### config.mk
export PLATFORM = sky130hd
export DESIGN_NAME = cordic_divide_ctrl
export DESIGN_NICKNAME = d
export VERILOG_FILES = /design/src/rtl/cordic_divide_ctrl.sv
export SDC_FILE = /design/constraint.sdc
export NUM_CORES = 1
export LEC_CHECK = 0
export BUFFER_PORTS_ARGS = -buffer_cell sky130_fd_sc_hd__buf_2
export CORE_MARGIN = 1.5
export CORE_UTILIZATION = 27
export CTS_CLUSTER_SIZE = 28
export DETAILED_ROUTE_END_ITERATION = 10
export PLACE_DENSITY_LB_ADDON = 0.05
export SYNTH_ARGS = -nofsm -noshare
export SYNTH_HDL_FRONTEND = slang
export SYNTH_SLANG_ARGS = --single-unit
### constraint.sdc
create_clock -name rx_clk -period 13.9 [get_ports rx_clk]
set_input_delay 0.695 -clock rx_clk [delete_from_list [all_inputs] [get_ports rx_clk]]
set_output_delay 0.695 -clock rx_clk [all_outputs]
set_load 0.005 [all_outputs]
### src/rtl/cordic_divide_ctrl.sv
// Iterative linear-vectoring CORDIC divider: one shared add/shift stage
// reused for ITER micro-rotations, returning z ~= y/x with PARA = 1.0.
module cordic_divide_ctrl #(
  parameter int          ITER = 16,
  parameter logic [16:0] PARA = 17'h08000
) (
  input  logic        rx_clk,
  input  logic        rx_rst,
  input  logic        rx_valid,
  output logic        rx_ready,
  input  logic [31:0] rx_x,
  input  logic [31:0] rx_y,
  output logic        tx_valid,
  input  logic        tx_ready,
  output logic [16:0] tx_z,
  output logic [31:0] tx_res,
  output logic [1:0]  tx_err
);

  typedef enum logic [1:0] {
    IDLE = 2'd0,
    RUN  = 2'd1,
    DONE = 2'd2
  } state_t;

  localparam logic [4:0]  LAST_I    = 5'(ITER - 1);
  localparam logic [16:0] Z_POS_SAT = 17'h0FFFF;
  localparam logic [16:0] Z_NEG_SAT = 17'h10001;

  state_t      state_r, state_s;
  logic [4:0]  i_r, i_s;
  logic [31:0] x_r, x_s;
  logic [31:0] y_r, y_s;
  logic [16:0] z_r, z_s;
  logic [16:0] tx_z_s;
  logic [31:0] tx_res_s;
  logic [1:0]  tx_err_s;
  logic        tx_valid_s;

  logic [31:0] abs_x_s, abs_y_s;
  logic        range_err_s;
  logic [31:0] x_step_s, y_upd_s;
  logic [16:0] z_step_s, z_upd_s;

  // Magnitude as 32-bit unsigned; -2^31 maps to 2^31, which still fits.
  function automatic logic [31:0] magnitude(input logic [31:0] v);
    return v[31] ? (32'd0 - v) : v;
  endfunction

  assign abs_x_s     = magnitude(rx_x);
  assign abs_y_s     = magnitude(rx_y);
  assign range_err_s = {1'b0, abs_y_s} >= {abs_x_s, 1'b0};

  assign x_step_s = $signed(x_r) >>> i_r;
  assign z_step_s = $signed(PARA) >>> i_r;
  assign y_upd_s  = y_r[31] ? (y_r + x_step_s) : (y_r - x_step_s);
  assign z_upd_s  = y_r[31] ? (z_r - z_step_s) : (z_r + z_step_s);

  assign rx_ready = (state_r == IDLE) && !rx_rst;

  // Next-state and next-datapath decode for the sequencer.
  always_comb begin
    state_s    = state_r;
    i_s        = i_r;
    x_s        = x_r;
    y_s        = y_r;
    z_s        = z_r;
    tx_z_s     = tx_z;
    tx_res_s   = tx_res;
    tx_err_s   = tx_err;
    tx_valid_s = tx_valid;
    case (state_r)
      IDLE: begin
        if (rx_valid) begin
          if (rx_x == 32'd0) begin
            tx_err_s   = 2'b01;
            tx_z_s     = rx_y[31] ? Z_NEG_SAT : Z_POS_SAT;
            tx_res_s   = 32'd0;
            tx_valid_s = 1'b1;
            state_s    = DONE;
          end else if (range_err_s) begin
            tx_err_s   = 2'b10;
            tx_z_s     = (rx_y[31] ^ rx_x[31]) ? Z_NEG_SAT : Z_POS_SAT;
            tx_res_s   = 32'd0;
            tx_valid_s = 1'b1;
            state_s    = DONE;
          end else begin
            // Fold the divisor sign into the dividend so the loop sees x > 0.
            x_s      = rx_x[31] ? (32'd0 - rx_x) : rx_x;
            y_s      = rx_x[31] ? (32'd0 - rx_y) : rx_y;
            z_s      = 17'd0;
            i_s      = 5'd0;
            tx_err_s = 2'b00;
            state_s  = RUN;
          end
        end else begin
          state_s = IDLE;
        end
      end
      RUN: begin
        y_s = y_upd_s;
        z_s = z_upd_s;
        i_s = i_r + 5'd1;
        if (i_r == LAST_I) begin
          tx_z_s     = z_upd_s;
          tx_res_s   = y_upd_s;
          tx_valid_s = 1'b1;
          state_s    = DONE;
        end else begin
          state_s = RUN;
        end
      end
      DONE: begin
        if (tx_ready) begin
          tx_valid_s = 1'b0;
          state_s    = IDLE;
        end else begin
          tx_valid_s = 1'b1;
          state_s    = DONE;
        end
      end
      default: begin
        tx_valid_s = 1'b0;
        state_s    = IDLE;
      end
    endcase
  end

  // State, datapath and output registers.
  always_ff @(posedge rx_clk) begin
    if (rx_rst) begin
      state_r  <= IDLE;
      i_r      <= 5'd0;
      x_r      <= 32'd0;
      y_r      <= 32'd0;
      z_r      <= 17'd0;
      tx_z     <= 17'd0;
      tx_res   <= 32'd0;
      tx_err   <= 2'b00;
      tx_valid <= 1'b0;
    end else begin
      state_r  <= state_s;
      i_r      <= i_s;
      x_r      <= x_s;
      y_r      <= y_s;
      z_r      <= z_s;
      tx_z     <= tx_z_s;
      tx_res   <= tx_res_s;
      tx_err   <= tx_err_s;
      tx_valid <= tx_valid_s;
    end
  end

endmodule
==> metrics.md <==
| Metric | Value |
|---|---|
| Status | complete, no violations |
| Syn nets | between 1500 and 2000 |
| CTS sink count | 140 |
| Slowest-stage cell, CP | dfxtp_4 |
| Worst r2r path cells | 19 |
| Root Driver | clkbuf_16 |
| Design area | approximately 15000 um^2 |
| Hold path startpoint | tx_res[29] |
| Power per cell area | 136 nW/um^2 |
| Largest net degree at the start of global routing | between 80 and 90 |
| Initial Util | 0.275 |
| CTS buffer count | 17 |
| Arr. time, crit path | 7.09 ns |
| Relative slew slack | 0.297 |
| Kind of cell adding the most delay to the critical path | compound AO/OA/AOI/OAI gates |
| Die ar. | 51300 um^2 |
| Placed cells | 2434 |
| Area added between synthesis and finish | 12.8% |
| Initial drt markers | approximately 860 |
| Post-DP HPWL | just over 40000 um |
| Synth cell types | just under 80 |
| Setup_tns | 0 ns |
| WP buf/inv | 1 |
| # setup viols final | 0 |
| Max Slew Vio Count | 0 |
| Global placement routability congestion | 0.908 |
| Worst reg-to-reg setup slack | 7.18 ns |
| I/O Buffers | 120 |
| Total track usage | 0.210 |
| Clock latency on the worst-skew pair | just under 0.5 ns |
| Filler cells | roughly 5300 |
| Die Ht | about 230 um |
| Worst Path Max Fanout | just over 60 |
| Netlist Area Pre-Place | 13500 um^2 |
| Post-CTS Resized | 0 |
| Global-route wire length before repair | roughly 80000 um |
| Crit path top cell by count | o21ai_0 |
| Static leakage | roughly 6.1 nW |
| Worst setup EP type | register |
| Final hold vios | 0 |
| Post-synth EDFFs | 0 |
| Via density | about 5.3 |
| Ratio of cells with drive above 1 in the final layout | 0.138 |
| Yosys reg bits | 140 |
| WS Path Type | register to register |
| RSZ-0062 raised after global routing | no |
| Worst-margin pin slew | roughly 1.1 ns |
| Hold Path Class | register to register |
| Synth Instances | approximately 1700 |
| Cell Count, Final, Fillers Out | approximately 2500 |
| Share of the synthesized area in the top cell type | 0.208 |
| Initial antenna violation count | 2 |
| H-tree levels | 4 |
| Final period util | 0.483 |
| YS warnings | 0 |
| Maximum buffer depth of the clock tree | 2 |
| Max Fclk | roughly 0.15 GHz |
| Synth Flop Type | dfxtp_1 |
| Via count | around 13000 |
| Top cells by area, synth | dfxtp_1, ha_1, mux4_2 |
| Max VDD drop | slightly above 0.09 mV |
| Gr ovfl total | 0 |
| Synth area leader | dfxtp_1 |
| Routed Antenna Nets | 0 |
| Core area | 49200 um^2 |
| Worst Path Required | roughly 14 ns |
| Sequential-to-total area share from yosys stat | 0.208 |
| Number of nets in the layout | between 1500 and 2000 |
| Clock Skew | approximately 0.014 ns |
| Postcts setup bufs | 0 |
| Max-cap viol count | 0 |
| RR Endpoint | tx_res[30] |
| CP peak stage delay | around 0.96 ns |
| Post-Route WL | ~53000 um |
| IO Pins | approximately 120 |
| Final core utilization | 0.310 |
| Avg WL per Cell | about 22 um |
| Final min period | about 6.7 ns |
| Crit start category | register |
| Final Power | just over 2 mW |
| Clock Pin Slew Worst Setup and Hold Paths | around 0.07 ns |
| First-pass iteration count of the detailed router | 5 |
| CTS tree | done |
| Worst Hold Depth | 2 |
| Worst r2r src | i_r[0] |
| Num rows | slightly above 80 |
| CP Cell Sequence | mux2_1 -> mux4_2 -> mux2i_4 -> o221a_2 -> ha_1 -> inv_1 -> nor3b_1 -> a31oi_1 -> xnor2_1 -> ha_1 -> and4_1 -> o211ai_1 -> o21ai_0 -> o31ai_1 -> o21ai_0 -> a211oi_1 -> o21ai_0 -> a221o_1 -> o311ai_0 |
| DRC viols | 0 |
| Hold Path Sink | tx_res[29] |
| Syn_area_per_cell | approximately 7.7 um^2 |
| Ys async rst share | 0 |
| Placed Area | between 10000 and 15000 um^2 |
| Vias in the first global route | roughly 13000 |
| Die width | approximately 230 um |
| # hold bufs at CTS | 0 |
[logic make-up (layout without fill, tap and decap cells)]
kind of cell,after synthesis,after routing,share of synthesized area
and+or+nand+nor,618,618,0.209
AOI/OAI and AO/OA,473,473,0.225
xor gates and xnor gates,162,162,0.105
buffers and inverters,153,207,0.0475
DFF,140,140,0.208
muxes,102,102,0.113
adders and majority gates,99,99,0.0929
other,0,1,0
[through the flow]
| step | hold slack, ns | setup WS [ns] |
|---|---|---|
| 2_1_floorplan | 0.441 | 8.15 |
| 4_1_cts | 0.452 | 7.15 |
| 6_report | 0.449 | 7.18 |
| 3_3_place_gp | 0.439 | 6.96 |
| 5_1_grt | 0.474 | 6.50 |
| 3_5_place_dp | 0.442 | 6.82 |
[worst register-to-register path, delay by kind of cell (launching register included)]
| family | cells | cell delay, ns |
|---|---|---|
| buffers and inverters | 1 | 0.04 |
| AND/OR/NAND/NOR | 2 | 0.65 |
| flip-flops | 1 | 0.96 |
| AO/OA/AOI/OAI | 10 | 2.95 |
| multiplexers | 3 | 1.24 |
| adder cells (fa/ha/maj) | 2 | 0.53 |
| XOR/XNOR | 1 | 0.26 |
[layout make-up]
class | instances | area (um^2) | area share
sequential | 140 | 2810 | 0.184
clock buffer | 18 | 429 | 0.0282
multi-input combinational | 1454 | 10100 | 0.662
inverter | 38 | 143 | 0.00936
tap | 664 | 831 | 0.0545
antenna | 1 | 2.50 | 0.000164
timing repair buffer | 138 | 738 | 0.0485
clock inverter | 13 | 189 | 0.0124
[cell usage in the layout (no fill, tap or decap), types with 43 or more instances in the layout]
cell      synthesis  layout
buf_2            14     119
dfxtp_1         140     137
ha_1             97      97
xor2_1           76      76
mux2i_1          43      43
nand2_1         187     187
a211oi_1         61      61
a21oi_1         159     159
nor2_1          207     206
xnor2_1          86      86
nor3_1           50      50
o21ai_0          72      72
[registers in the layout, summed over array words and instances (netlist names)]
register	cells
tx_err	2
y_r	32
tx_valid	1
tx_res	32
state_r	2
tx_z	17
z_r	17
i_r	5
x_r	32
[worst max path at each step]
stage,cells past startpoint,slack (ns),startpoint,end
2_1_floorplan,20,8.15,rx_x[6],y_r[21]
3_3_place_gp,20,6.96,rx_x[6],y_r[30]
3_5_place_dp,20,6.82,rx_x[6],y_r[30]
4_1_cts,19,7.15,i_r[0],tx_res[30]
5_1_grt,19,6.50,i_r[0],tx_res[30]
6_report,19,7.18,i_r[0],tx_res[30]
[power by group]
group	total (mW)	internal (mW)	switching, mW
clock network	0.512	0.301	0.211
registers	0.502	0.444	0.0578
logic	1.06	0.411	0.651
[Yosys cell counts (9+ instances only)]
cell type and number:
nor2_1 207, nand2_1 187, a21oi_1 159, dfxtp_1 140
ha_1 97, xnor2_1 86, xor2_1 76, clkbuf_1 74
o21ai_0 72, a211oi_1 61, nor3_1 50, mux2i_1 43
nand3_1 41, mux4_2 37, inv_1 36, o31ai_1 25
a22oi_1 22, buf_1 20, nor2b_1 20, a21o_1 19
a31oi_1 19, or3_1 18, o21a_1 16, buf_2 14
nand2b_1 14, o211ai_1 14, and3_1 12, nand4_1 12
mux2_2 11, or2_2 11, and2_1 10, mux2_1 9
nor4_1 9, or4_1 9
[metal layers]
layer,track usage,up-vias,wire [um],share of wire
met5,0,-,0,0
met4,0.0882,0,1790,0.034
met3,0.0332,60,1850,0.035
met2,0.346,292,25100,0.47
met1,0.270,6366,24300,0.46
li1,-,6450,-,-
Note: power is estimated with default switching activity, not from simulation.
